`src/rtl/fifo_pkg.sv`:
```
// fifo_pkg: shared constants and width helpers for the parametrised FIFO.
//   FIFO_MODE_STD / FIFO_MODE_FWFT select the read-data behaviour.
//   ptr_width(depth) gives the pointer (address) width for a depth.
//   cnt_width(depth) gives the occupancy width (holds 0..depth inclusive).
package fifo_pkg;

    localparam int FIFO_MODE_STD  = 0;
    localparam int FIFO_MODE_FWFT = 1;

    // Pointer width for a power-of-two depth; never less than one bit.
    function automatic int ptr_width(input int depth);
        return (depth > 1) ? $clog2(depth) : 1;
    endfunction

    // Occupancy width: one extra bit so that count == depth is representable.
    function automatic int cnt_width(input int depth);
        return $clog2(depth) + 1;
    endfunction

endpackage

```
`src/rtl/fifo_mem.sv`:
```
// fifo_mem: DEPTH x WIDTH register array storing the FIFO words.
// Ports:
//   clk         in   write clock
//   write_en    in   store write_data at write_addr on the rising edge
//   write_addr  in   write address
//   write_data  in   word to store
//   read_addr   in   asynchronous read address
//   read_data   out  mem[read_addr], combinational
// Contents are not reset; the FIFO's pointers and count define validity.
module fifo_mem
    import fifo_pkg::*;
#(
    parameter int WIDTH  = 8,
    parameter int DEPTH  = 16,
    parameter int ADDR_W = ptr_width(DEPTH)
) (
    input  logic              clk,
    input  logic              write_en,
    input  logic [ADDR_W-1:0] write_addr,
    input  logic [WIDTH-1:0]  write_data,
    input  logic [ADDR_W-1:0] read_addr,
    output logic [WIDTH-1:0]  read_data
);

    logic [WIDTH-1:0] mem [DEPTH];

    always_ff @(posedge clk) begin
        if (write_en) begin
            mem[write_addr] <= write_data;
        end
    end

    assign read_data = mem[read_addr];

endmodule

```
`src/rtl/fifo_sync_param.sv`:
```
// fifo_sync_param: parametrised single-clock FIFO with standard or
// first-word-fall-through read, occupancy count, almost flags and
// registered over/underflow error pulses.
// Ports:
//   clk           in   sole clock, rising edge
//   rst           in   synchronous active-low reset
//   write_en      in   write request
//   write_data    in   word to write
//   read_en       in   read (pop) request
//   read_data     out  STD: register loaded on each accepted read;
//                      FWFT: head word while not empty, 0 while empty
//   full, empty   out  count == DEPTH / count == 0 (registered)
//   almost_full   out  count >= AF_THRESH (registered)
//   almost_empty  out  count <= AE_THRESH (registered)
//   count         out  occupancy 0..DEPTH (registered)
//   write_error   out  one-cycle pulse: write rejected on the previous edge
//   read_error    out  one-cycle pulse: read rejected on the previous edge
//
// Handshake: write_en/read_en are requests sampled every rising edge.
// A read is accepted when the FIFO is not empty; a write is accepted when
// the FIFO is not full, or when it is full and a read is accepted on the
// same edge. A rejected request changes no state and raises its error flag
// for the following cycle only.
module fifo_sync_param
    import fifo_pkg::*;
#(
    parameter int WIDTH     = 8,
    parameter int DEPTH     = 16,
    parameter int AF_THRESH = DEPTH - 4,
    parameter int AE_THRESH = 2,
    parameter int FWFT      = FIFO_MODE_STD
) (
    input  logic                   clk,
    input  logic                   rst,
    input  logic                   write_en,
    input  logic [WIDTH-1:0]       write_data,
    input  logic                   read_en,
    output logic [WIDTH-1:0]       read_data,
    output logic                   full,
    output logic                   empty,
    output logic                   almost_full,
    output logic                   almost_empty,
    output logic [$clog2(DEPTH):0] count,
    output logic                   write_error,
    output logic                   read_error
);

    localparam int PTR_W = ptr_width(DEPTH);
    localparam int CNT_W = cnt_width(DEPTH);

    localparam logic [CNT_W-1:0] DEPTH_C = CNT_W'(DEPTH);
    localparam logic [CNT_W-1:0] AF_C    = CNT_W'(AF_THRESH);
    localparam logic [CNT_W-1:0] AE_C    = CNT_W'(AE_THRESH);

    logic [PTR_W-1:0] wr_ptr;
    logic [PTR_W-1:0] rd_ptr;
    logic [CNT_W-1:0] count_q;
    logic [CNT_W-1:0] count_next;
    logic             full_q;
    logic             empty_q;
    logic             af_q;
    logic             ae_q;
    logic             write_error_q;
    logic             read_error_q;
    logic             rd_ok;
    logic             wr_ok;
    logic [WIDTH-1:0] mem_data;

    // Accept decisions use registered flags only, so a write into a full
    // FIFO can ride on a same-edge read without a combinational loop.
    always_comb begin
        rd_ok = read_en & ~empty_q;
        wr_ok = write_en & (~full_q | rd_ok);
    end

    always_comb begin
        count_next = count_q;
        case ({wr_ok, rd_ok})
            2'b10:   count_next = count_q + 1'b1;
            2'b01:   count_next = count_q - 1'b1;
            default: count_next = count_q;
        endcase
    end

    fifo_mem #(
        .WIDTH  (WIDTH),
        .DEPTH  (DEPTH),
        .ADDR_W (PTR_W)
    ) u_mem (
        .clk        (clk),
        .write_en   (wr_ok),
        .write_addr (wr_ptr),
        .write_data (write_data),
        .read_addr  (rd_ptr),
        .read_data  (mem_data)
    );

    // Flags are computed from count_next so they reflect post-edge state.
    always_ff @(posedge clk) begin
        if (!rst) begin
            wr_ptr        <= '0;
            rd_ptr        <= '0;
            count_q       <= '0;
            full_q        <= 1'b0;
            empty_q       <= 1'b1;
            af_q          <= 1'b0;
            ae_q          <= 1'b1;
            write_error_q <= 1'b0;
            read_error_q  <= 1'b0;
        end else begin
            if (wr_ok) begin
                wr_ptr <= wr_ptr + 1'b1;
            end
            if (rd_ok) begin
                rd_ptr <= rd_ptr + 1'b1;
            end
            count_q       <= count_next;
            full_q        <= (count_next == DEPTH_C);
            empty_q       <= (count_next == '0);
            af_q          <= (count_next >= AF_C);
            ae_q          <= (count_next <= AE_C);
            write_error_q <= write_en & ~wr_ok;
            read_error_q  <= read_en & ~rd_ok;
        end
    end

    generate
        if (FWFT == FIFO_MODE_FWFT) begin : g_fwft
            // Head word is shown directly; forced to 0 while empty so the
            // output is well defined after reset.
            assign read_data = empty_q ? '0 : mem_data;
        end else begin : g_std
            logic [WIDTH-1:0] rd_q;
            always_ff @(posedge clk) begin
                if (!rst) begin
                    rd_q <= '0;
                end else if (rd_ok) begin
                    rd_q <= mem_data;
                end
            end
            assign read_data = rd_q;
        end
    endgenerate

    assign full         = full_q;
    assign empty        = empty_q;
    assign almost_full  = af_q;
    assign almost_empty = ae_q;
    assign count        = count_q;
    assign write_error  = write_error_q;
    assign read_error   = read_error_q;

endmodule

```
`config.mk`:
```
export PLATFORM = sky130hd
export DESIGN_NAME = fifo_sync_param
export DESIGN_NICKNAME = d
export VERILOG_FILES = /design/src/rtl/fifo_pkg.sv /design/src/rtl/fifo_mem.sv /design/src/rtl/fifo_sync_param.sv
export SDC_FILE = /design/constraint.sdc
export NUM_CORES = 1
export LEC_CHECK = 0
export CAP_MARGIN = 5
export CORE_ASPECT_RATIO = 1.5
export CORE_MARGIN = 2
export CORE_UTILIZATION = 42
export DETAILED_ROUTE_END_ITERATION = 8
export PLACE_DENSITY = 0.65
export SETUP_SLACK_MARGIN = 0.2
export SLEW_MARGIN = 20
export SYNTH_ARGS = -nofsm -noshare
export SYNTH_HDL_FRONTEND = slang
export SYNTH_SLANG_ARGS = --single-unit
```
`constraint.sdc`:
```
create_clock -name clk -period 3.4 [get_ports clk]
set_input_delay 0.51 -clock clk [delete_from_list [all_inputs] [get_ports clk]]
set_output_delay 0.51 -clock clk [all_outputs]
set_load 0.02 [all_outputs]
```
==> impl_summary.log <==
[metrics] run status: complete, no violations
[metrics] CP Capture Type: flop
[metrics] cells traversed along the worst timing path: clkdlybuf4s50_1 -> nand2b_1 -> buf_4 -> inv_1 -> ha_1 -> xor2_1 -> ha_1 -> a21oi_1 -> mux2i_1 -> xor2_1 -> nor2_1 -> a2111oi_2
[metrics] fraction of final layout cells sized beyond drive strength 1: 22.1%
[metrics] maximum clock path buffer count: 2
[metrics] wire length of the first global-routing pass: 19200 um
[metrics] die width: 103 um
[metrics] critical path data arrival time: 3.17 ns
[metrics] root buffer cell: sky130_fd_sc_hd__clkbuf_16
[metrics] Reg power frac: 44.5%
[metrics] clock buffers created by TritonCTS: 17
[metrics] drt total wl: 12500 um
[metrics] most utilized layer in the global route result: met2
[metrics] Layout Nets: 424
[metrics] clock share of power: 40.4%
[metrics] count of input and output buffers: 30
[metrics] Switching Fraction: 24.2%
[metrics] routability congestion estimate: 0.829
[metrics] leakage component of the power: 2.45 nW
[metrics] maximum number of pins on one net before global-route repair: 36
[metrics] Pre-antenna DRT Iters: 4
[metrics] CTS hold repair buffers: 0
[metrics] Placement Rows: 54
[metrics] peak ir drop on the vdd network: 0.365 mV
[metrics] Final Setup Violations: 0
[metrics] Critical Path Max Stage Delay: 0.42 ns
[metrics] warning count from the yosys run: 0
[metrics] number of global-route vias before repair: 3415
[metrics] Filler Cell Count: 1152
[metrics] placeable core region: 14400 um2
[metrics] mapped cell area: 6140 um2
[metrics] post-synthesis sequential area ratio: 71.4%
[metrics] highest-delay cell along the critical path: sky130_fd_sc_hd__clkdlybuf4s50_1
[metrics] # IOs: 31
[metrics] CTS tree: done
[metrics] most used cells in the layout excluding fill and tap cells: 128 x sky130_fd_sc_hd__edfxtp_1, 34 x sky130_fd_sc_hd__nor2_1, 32 x sky130_fd_sc_hd__mux4_2, 30 x sky130_fd_sc_hd__clkdlybuf4s50_1, 26 x sky130_fd_sc_hd__dfxtp_1
[metrics] sum of net half-perimeters after detailed placement: 8020 um
[metrics] via count: 3286
[metrics] Sw Pwr: 1.18 mW
[metrics] number of buffer and inverter instances along the worst setup path: 3
[metrics] mean instance size in the synthesized netlist: 17.4 um2
[metrics] maximum clock skew at final layout: 0.00778 ns
[metrics] Die ar.: 15600 um2
[metrics] summed area of non-filler cells in the final layout: 7370 um2
[metrics] Critical Setup Path Class: in -> reg
[metrics] cells after synthesis: 352
[metrics] final antenna diode count: 0
[metrics] tightest slew margin relative to the limit: 53.8%
[metrics] number of nets in the synthesized netlist: 373
[metrics] final worst path period need: 2.85 ns
[metrics] M2 GR Usage: 30.8%
[metrics] number of distinct standard cells referenced by the synthesized netlist: 41
[metrics] count of final max-slew check failures: 0
[metrics] TritonCTS sink count: 155
[metrics] total internal power: 3.71 mW
[metrics] clock edge transition at the registers on the reported setup and hold paths: 0.06 ns
[metrics] number of gates given a new drive strength after cts: 0
[metrics] postcts setup bufs: 0
[metrics] antenna violations before repair: 0
[metrics] effective utilization at floorplan: 42.7%
[metrics] Via-to-Cell Ratio: 5.37
[metrics] Comb power frac: 15.1%
[metrics] height of the die: 152 um
[metrics] most common cell after layout, fill and taps aside: sky130_fd_sc_hd__edfxtp_1
[metrics] insertion delay to the later sink of the worst-skew pair: 0.42 ns
[metrics] Worst-Margin Slew: 0.691 ns
[metrics] critical path data required time: 3.72 ns
[metrics] Post-Route Hold Slack: 0.497 ns
[metrics] kind of cell with the highest combined delay on the critical path: buffers and inverters
[metrics] met3 usage: 4.14%
[metrics] power per unit of standard cell area: 664 nW/um2
[metrics] met1 demand-to-capacity share in global routing: 19.1%
[metrics] area growth from synthesis to layout: 20.1%
[metrics] global-route total usage across every layer: 17.2%
[metrics] ratio of final minimum period to clock period: 83.8%
[metrics] cell area reported after detailed placement: 6750 um2
[metrics] number of nets with antenna violations after routing: 0
[metrics] WL/cell: 20.4 um
[metrics] violation count after the first detailed-route iteration: 241
[metrics] Max-Cap Viols: 0
[metrics] maximum clock frequency: 351 MHz
[metrics] setup_tns: 0 ns
[metrics] final hold violations: 0
[metrics] Max Fanout on Critical Path: 19
[metrics] remaining routing DRC violations: 0
[metrics] flop and latch count out of synthesis: 155
[metrics] type of the tightest min-delay check: reg -> reg
[metrics] Overflow after GRT: 0
[metrics] Startpoint Class: input port
[metrics] RSZ-0062 raised after global routing: false
[metrics] number of H-tree levels: 4
sequential cells by signal, summed over array words and instances (netlist names):
register      flops
almost_empty      1
empty             1
rd_ptr            4
count             5
wr_ptr            4
almost_full       1
u_mem.mem       128
full              1
read_data         8
write_error       1
read_error        1
per-stage QoR:
step | instances | total power [mW] | setup slack, ns | util [%]
after floorplan | 352 | 2.73 | 0.529 | -
after global placement | 580 | 2.95 | 0.208 | 46.9
after detailed placement | 580 | 2.97 | 0.108 | 46.9
after CTS | 612 | 4.95 | 0.543 | 51.2
after global routing | 612 | 5.08 | 0.306 | 51.2
final | 612 | 4.90 | 0.549 | 51.2
logic make-up after synthesis:
kind of cell	count (synthesis)	synth area share, %
multiplexers	35	12.2
buffers and inverters	25	2.20
flip-flops	155	71.4
adder cells (fa/ha/maj)	9	1.83
XOR/XNOR	10	1.55
AND/OR/NAND/NOR	69	5.38
AO/OA/AOI/OAI	49	5.38
synth_stat cells, drive strengths merged:
| library cell | n | area [um2] |
|---|---|---|
| o211ai | 1 | 7.51 |
| o21a | 1 | 7.51 |
| a31oi | 1 | 6.26 |
| a2111oi | 1 | 15.0 |
| a21oi | 20 | 100 |
| nor2b | 3 | 18.8 |
| and2 | 3 | 18.8 |
| clkbuf | 6 | 23.8 |
| clkinv | 1 | 3.75 |
| a21o | 2 | 17.5 |
| ha | 9 | 113 |
| inv | 4 | 15.0 |
| dfxtp | 27 | 541 |
| and3 | 2 | 12.5 |
| nor2 | 34 | 128 |
| o2111ai | 1 | 8.76 |
| nand4 | 2 | 12.5 |
| nand2 | 10 | 37.5 |
| a21boi | 1 | 7.51 |
| xnor2 | 2 | 17.5 |
| o31ai | 1 | 7.51 |
| a22oi | 16 | 120 |
| and4 | 2 | 17.5 |
| buf | 14 | 92.6 |
| nor3 | 5 | 25.0 |
| o21ai | 2 | 13.8 |
| mux4 | 32 | 721 |
| o22ai | 1 | 6.26 |
| edfxtp | 128 | 3840 |
| mux2i | 3 | 30.0 |
| and4bb | 1 | 12.5 |
| nand2b | 6 | 37.5 |
| and4b | 1 | 10.0 |
| xor2 | 8 | 77.6 |
| a211oi | 1 | 12.5 |
area by class of cell:
cell class	count	area (um2)	area share, %
clock buffers	18	429	5.82
clock inverters	14	195	2.65
inverters	5	18.8	0.255
multi-input cells	172	1620	22.0
flip-flops and latches	155	4390	59.5
well taps	196	245	3.33
repair buffers	52	478	6.48
worst min-delay path, cell delays in order (launching register included):
cell	delay, ns
sky130_fd_sc_hd__dfxtp_1	0.33
sky130_fd_sc_hd__a21oi_1	0.06
sky130_fd_sc_hd__nor2_1	0.07
routing by layer:
layer | share of wire [%] | vias to the layer above
met5 | 0 | -
met1 | 38 | 1715
met3 | 3.9 | 12
met4 | 1.8 | 0
li1 | - | 1481
met2 | 56 | 78
final timing paths:
| path | startpoint | end | slack, ns | depth (start not counted) |
|---|---|---|---|---|
| max | read_en | almost_empty$_SDFF_PN1_ | 0.55 | 12 |
| min | read_data[6]$_SDFFE_PN0P_ | read_data[6]$_SDFFE_PN0P_ | 0.50 | 2 |
| max reg2reg | empty$_SDFF_PN1_ | almost_empty$_SDFF_PN1_ | 0.68 | 11 |
| min reg2reg | read_data[6]$_SDFFE_PN0P_ | read_data[6]$_SDFFE_PN0P_ | 0.50 | 2 |
power groups by stage:
stage | Sequential, mW | Combinational, mW | Clock [mW]
6_report | 2.18 | 0.740 | 1.98
3_5_place_dp | 2.22 | 0.748 | 0
4_1_cts | 2.18 | 0.753 | 2.01
3_3_place_gp | 2.22 | 0.735 | 0
2_1_floorplan | 2.25 | 0.481 | 0
5_1_grt | 2.19 | 0.805 | 2.09
Note: power is estimated with default switching activity, not from simulation.
